<file path="config.mk">
export PLATFORM = sky130hd
export DESIGN_NAME = mem_port_arbiter
export DESIGN_NICKNAME = d
export VERILOG_FILES = /design/src/rtl/mem_port_arbiter.sv
export SDC_FILE = /design/constraint.sdc
export NUM_CORES = 1
export LEC_CHECK = 0
export BUFFER_PORTS_ARGS = -buffer_cell sky130_fd_sc_hd__clkbuf_2
export CAP_MARGIN = 15
export CORE_MARGIN = 2
export CORE_UTILIZATION = 35
export CTS_BUF_LIST = sky130_fd_sc_hd__clkbuf_4
export DETAILED_ROUTE_END_ITERATION = 6
export GPL_TIMING_DRIVEN = 1
export SYNTH_ARGS = -nofsm -noshare
export SYNTH_HDL_FRONTEND = slang
export SYNTH_SLANG_ARGS = --single-unit
</file>
<file path="constraint.sdc">
create_clock -name Clk -period 4.5 [get_ports Clk]
set_clock_uncertainty 0.15 [all_clocks]
set_input_delay 1.35 -clock Clk [delete_from_list [all_inputs] [get_ports Clk]]
set_output_delay 1.35 -clock Clk [all_outputs]
set_load 0.1 [all_outputs]
</file>
<file path="src/rtl/mem_port_arbiter.sv">
// mem_port_arbiter: shares one single-port memory between the fetch stage
// (read-only) and the memory-access stage (read/write) of the pipeline.
// Each access runs IDLE -> BUSY_I/BUSY_D -> DONE, with a watchdog that
// aborts a hung memory handshake and returns all-ones data.
// Optional feature: define ARB_RR_EN for round-robin tie-break between the
// two requesters; the default build uses fixed data-over-fetch priority.
module mem_port_arbiter #(
    parameter int AW      = 16,
    parameter int DW      = 16,
    parameter int TIMEOUT = 15
) (
    input  logic          Clk,
    input  logic          Rst,
    input  logic          i_req,
    input  logic [AW-1:0] i_addr,
    output logic [DW-1:0] i_rdata,
    output logic          i_ack,
    input  logic          d_req,
    input  logic          d_we,
    input  logic [AW-1:0] d_addr,
    input  logic [DW-1:0] d_wdata,
    output logic [DW-1:0] d_rdata,
    output logic          d_ack,
    output logic          m_req,
    output logic          m_we,
    output logic [AW-1:0] m_addr,
    output logic [DW-1:0] m_wdata,
    input  logic [DW-1:0] m_rdata,
    input  logic          m_rdy,
    output logic          stall_if,
    output logic          stall_mem,
    output logic          busy,
    output logic          timeout_err
);

    typedef enum logic [1:0] {
        IDLE   = 2'd0,
        BUSY_I = 2'd1,
        BUSY_D = 2'd2,
        DONE   = 2'd3
    } state_t;

    // Abort fires on the last allowed busy cycle, so m_req is high for
    // exactly TIMEOUT cycles when the memory never answers.
    localparam logic [7:0] WD_LIMIT = 8'(TIMEOUT - 1);

    state_t     state;
    logic [7:0] wdog;
    logic       grant_d;

`ifdef ARB_RR_EN
    // 1 = data was granted last, 0 = fetch was granted last.
    logic       last_grant;

    // On a tie the requester not served last wins; a lone requester always wins.
    always_comb begin
        grant_d = d_req & (~i_req | ~last_grant);
    end
`else
    // Fixed priority: the memory-access stage holds the older instruction.
    always_comb begin
        grant_d = d_req;
    end
`endif

    // Stalls follow the request directly so the pipeline holds in the same cycle.
    assign stall_if  = i_req & ~i_ack;
    assign stall_mem = d_req & ~d_ack;

    // Arbiter FSM with registered memory-side and requester-side outputs.
    always_ff @(posedge Clk or posedge Rst) begin
        if (Rst) begin
            state       <= IDLE;
            wdog        <= 8'd0;
            m_req       <= 1'b0;
            m_we        <= 1'b0;
            m_addr      <= '0;
            m_wdata     <= '0;
            i_rdata     <= '0;
            d_rdata     <= '0;
            i_ack       <= 1'b0;
            d_ack       <= 1'b0;
            busy        <= 1'b0;
            timeout_err <= 1'b0;
`ifdef ARB_RR_EN
            last_grant  <= 1'b0;
`endif
        end else begin
            case (state)
                IDLE: begin
                    wdog <= 8'd0;
                    if (grant_d) begin
                        state   <= BUSY_D;
                        m_req   <= 1'b1;
                        m_we    <= d_we;
                        m_addr  <= d_addr;
                        m_wdata <= d_wdata;
                        busy    <= 1'b1;
`ifdef ARB_RR_EN
                        last_grant <= 1'b1;
`endif
                    end else if (i_req) begin
                        state  <= BUSY_I;
                        m_req  <= 1'b1;
                        m_we   <= 1'b0;
                        m_addr <= i_addr;
                        busy   <= 1'b1;
`ifdef ARB_RR_EN
                        last_grant <= 1'b0;
`endif
                    end
                end

                BUSY_I, BUSY_D: begin
                    if (m_rdy) begin
                        // Normal completion: capture data, ack lands in DONE.
                        if (state == BUSY_I) begin
                            i_rdata <= m_rdata;
                            i_ack   <= 1'b1;
                        end else begin
                            if (!m_we) begin
                                d_rdata <= m_rdata;
                            end
                            d_ack <= 1'b1;
                        end
                        m_req <= 1'b0;
                        m_we  <= 1'b0;
                        state <= DONE;
                    end else if (wdog == WD_LIMIT) begin
                        // Watchdog abort: still ack so the pipeline cannot deadlock.
                        if (state == BUSY_I) begin
                            i_rdata <= '1;
                            i_ack   <= 1'b1;
                        end else begin
                            d_rdata <= '1;
                            d_ack   <= 1'b1;
                        end
                        m_req       <= 1'b0;
                        m_we        <= 1'b0;
                        timeout_err <= 1'b1;
                        state       <= DONE;
                    end else begin
                        wdog <= wdog + 8'd1;
                    end
                end

                DONE: begin
                    // Requests are not re-sampled here, preventing double service.
                    i_ack <= 1'b0;
                    d_ack <= 1'b0;
                    wdog  <= 8'd0;
                    busy  <= 1'b0;
                    state <= IDLE;
                end

                default: begin
                    state <= IDLE;
                end
            endcase
        end
    end

endmodule

</file>
==> results.ini <==
[min_path]
min_path_type = register to register

[cts]
cts_tree = yes
root_buffer = clkbuf_4
worstSkewPairLatency_ns = 0.41
postCtsSetupRepairBufs = 0
cts.repair.resized = 0
clkTransAtPathRegs_ns = 0.13
cts_sinks = 80
h-tree-depth = 3
cts_hold_buf = 0
cts_buffer_depth = 2
cts-buffers-inserted = 9

[sta]
period_minus_slack_ns = 3.56
post-route-period-util_pct = 79.1
worst_pin_slew_ns = 1.01
fin_setup_tns_ns = 0
rsz0062_at_grt = no
slew_headroom_pct = 32.3
setup_violations = 0
fmaxAchievable_ghz = 0.281
finalHoldViolCount = 0
setup_ws_ns = 0.940
timing.hold.ws_ns = 0.345
maxSlewViolCount = 0

[global_route]
grt_use_total_pct = 15.2
grt_pass1_vias = 2543
grt_max_degree = 58
gr-total-overflow = 0
globalRoute.busiestLayer = met2
grt_antenna_before_repair = 1
grt_use_met1_pct = 19.6
grt_util_met2_pct = 25.0
grt_util_met3_pct = 2.94
grt_pass1_wl_mm = 12.3

[setup_path]
timing.rr.end = d_rdata[0]
rr_startpoint = state[0]
crit_fanout = 3
setup.worst_path.end = stall_if
crit_path_start_kind = input port
r2r_cells = 5
arrival_ns = 2.06
critical_path_class = input port to output pin
crit_path_start = i_req
worstPathRequired_ns = 3.00
rrSetupSlack_ns = 1.98
crit_path_end_kind = output pin

[route]
drtPass1Iterations = 4
wl_mm = 7.57
wl_per_cell_um = 14.0
vias = 2554
drc = 0
viasPerCell = 4.71
drt_iter0_markers = 48
ant_nets = 0

[finish]
area.growth.synth_to_final_pct = 29.1
nets = 484
drive_above_1_share_pct = 44.4
fill_cells = 929

[floorplanning]
ioPinCount = 142
rows = 35
die_area_um2 = 10400
die_w_um = 102
die_h_um = 102
coreArea_um2 = 9280
start_util_pct = 36.3

[place]
pre_cts_slack_ns = 0.942
port_buffers = 141
gp_congestion = 0.749
place_hpwl_mm = 5.51

[yosys]
ys_ff_latch = 80
synth_ff_type = dfrtp_1
syn_inst = 269
synth_area_um2 = 3370
yosys.cell_types.count = 38
ys_seq_area_share_pct = 59.3
syn-num-nets = 345
avgSynthCellArea_um2 = 12.5
synthArstFlopShare_pct = 100
synth_edf_count = 0
yosys_warnings = 0

[outcome]
status = completed

[flow_run]
drv_cap = 0

-- worst min path at each step --
stage	from	slack, ns	end	cells past startpoint
final	m_addr[2]	0.35	m_addr[2]	2
after global routing	i_rdata[2]	0.37	i_rdata[2]	1
after CTS	timeout_err	0.35	timeout_err	1
after detailed placement	timeout_err	0.32	timeout_err	1
after global placement	m_addr[12]	0.31	m_addr[12]	2
after floorplan	wdog[7]	0.35	wdog[7]	2
-- Yosys cell counts (2+ instances only) --
master,count,area [µm²]
inv_1,6,22.5
ha_1,6,75.1
mux2i_1,18,180
o21ai_0,22,110
nand2b_1,3,18.8
clkbuf_1,7,26.3
a211oi_1,2,15.0
mux2_2,17,191
nor3_1,2,10.0
xor2_1,2,17.5
nor2_1,8,30.0
dfrtp_1,80,2000
nor2b_1,6,37.5
o22a_1,33,289
buf_2,6,30.0
nand2_1,21,78.8
nand4b_1,2,17.5
xnor2_1,3,26.3
a21oi_1,5,25.0
or3_1,2,12.5
-- layer usage --
| layer | share of wire, % | vias up |
|---|---|---|
| met5 | 0 | - |
| met4 | 2.1 | 0 |
| met3 | 5.0 | 12 |
| met2 | 49 | 75 |
| met1 | 44 | 1221 |
| li1 | - | 1246 |
-- flip-flops by register name, indices dropped and copies added (netlist names), named ones only --
signal / flops
m_we: 1
d_rdata: 16
wdog: 8
m_req: 1
m_wdata: 16
d_ack: 1
timeout_err: 1
state: 2
m_addr: 16
busy: 1
i_rdata: 16
-- cell usage in the layout, fill, tap and decap left out, types with 3 or more instances in the layout --
cell,netlist,final
clkbuf_2,0,140
dfrtp_1,80,80
o22a_1,33,33
o21ai_0,22,22
nand2_1,21,21
mux2i_1,18,18
mux2_2,17,17
clkbuf_4,0,9
nor2_1,8,8
ha_1,6,6
inv_1,6,5
a21oi_1,5,5
nor2b_1,6,5
nand2b_1,3,3
xnor2_1,3,3
buf_4,0,3
-- kinds of logic (layout without fill, tap and decap cells) --
group	count (synthesis)	count (layout)	share of synthesized area (%)
xor+xnor	5	5	1.30
other cells	0	1	0
buf+inv	21	164	2.78
compound gates	70	70	15.1
fa+ha+maj	6	6	2.22
mux	35	35	11.0
simple gates	52	52	8.31
flops	80	80	59.3
-- worst max-delay path, cell delays in order --
cell and delay (ns):
clkbuf_2 0.11, nor2b_1 0.13, clkbuf_2 0.46
-- stage by stage --
stage,utilization (%),cell area [µm²],std cells
2_1_floorplan,-,3380,269
3_3_place_gp,45.2,4200,526
3_5_place_dp,45.2,4200,526
4_1_cts,46.9,4350,541
5_1_grt,46.9,4360,542
6_report,46.9,4360,542
-- cell type report --
cell class                 instances  area [µm²]  share of cell area (%)
sequential                        80        2000                    46.0
inverter                           6        23.8                   0.546
antenna                            1        2.50                  0.0574
tap                              129         161                    3.70
clock inverter                     6        91.3                    2.10
multi-input combinational        168        1280                    29.5
clock buffer                       9        67.6                    1.55
timing repair buffer             143         723                    16.6
Power is not shown: default switching activity piles up to over one toggle a cycle in this logic, so the estimate is an artifact.
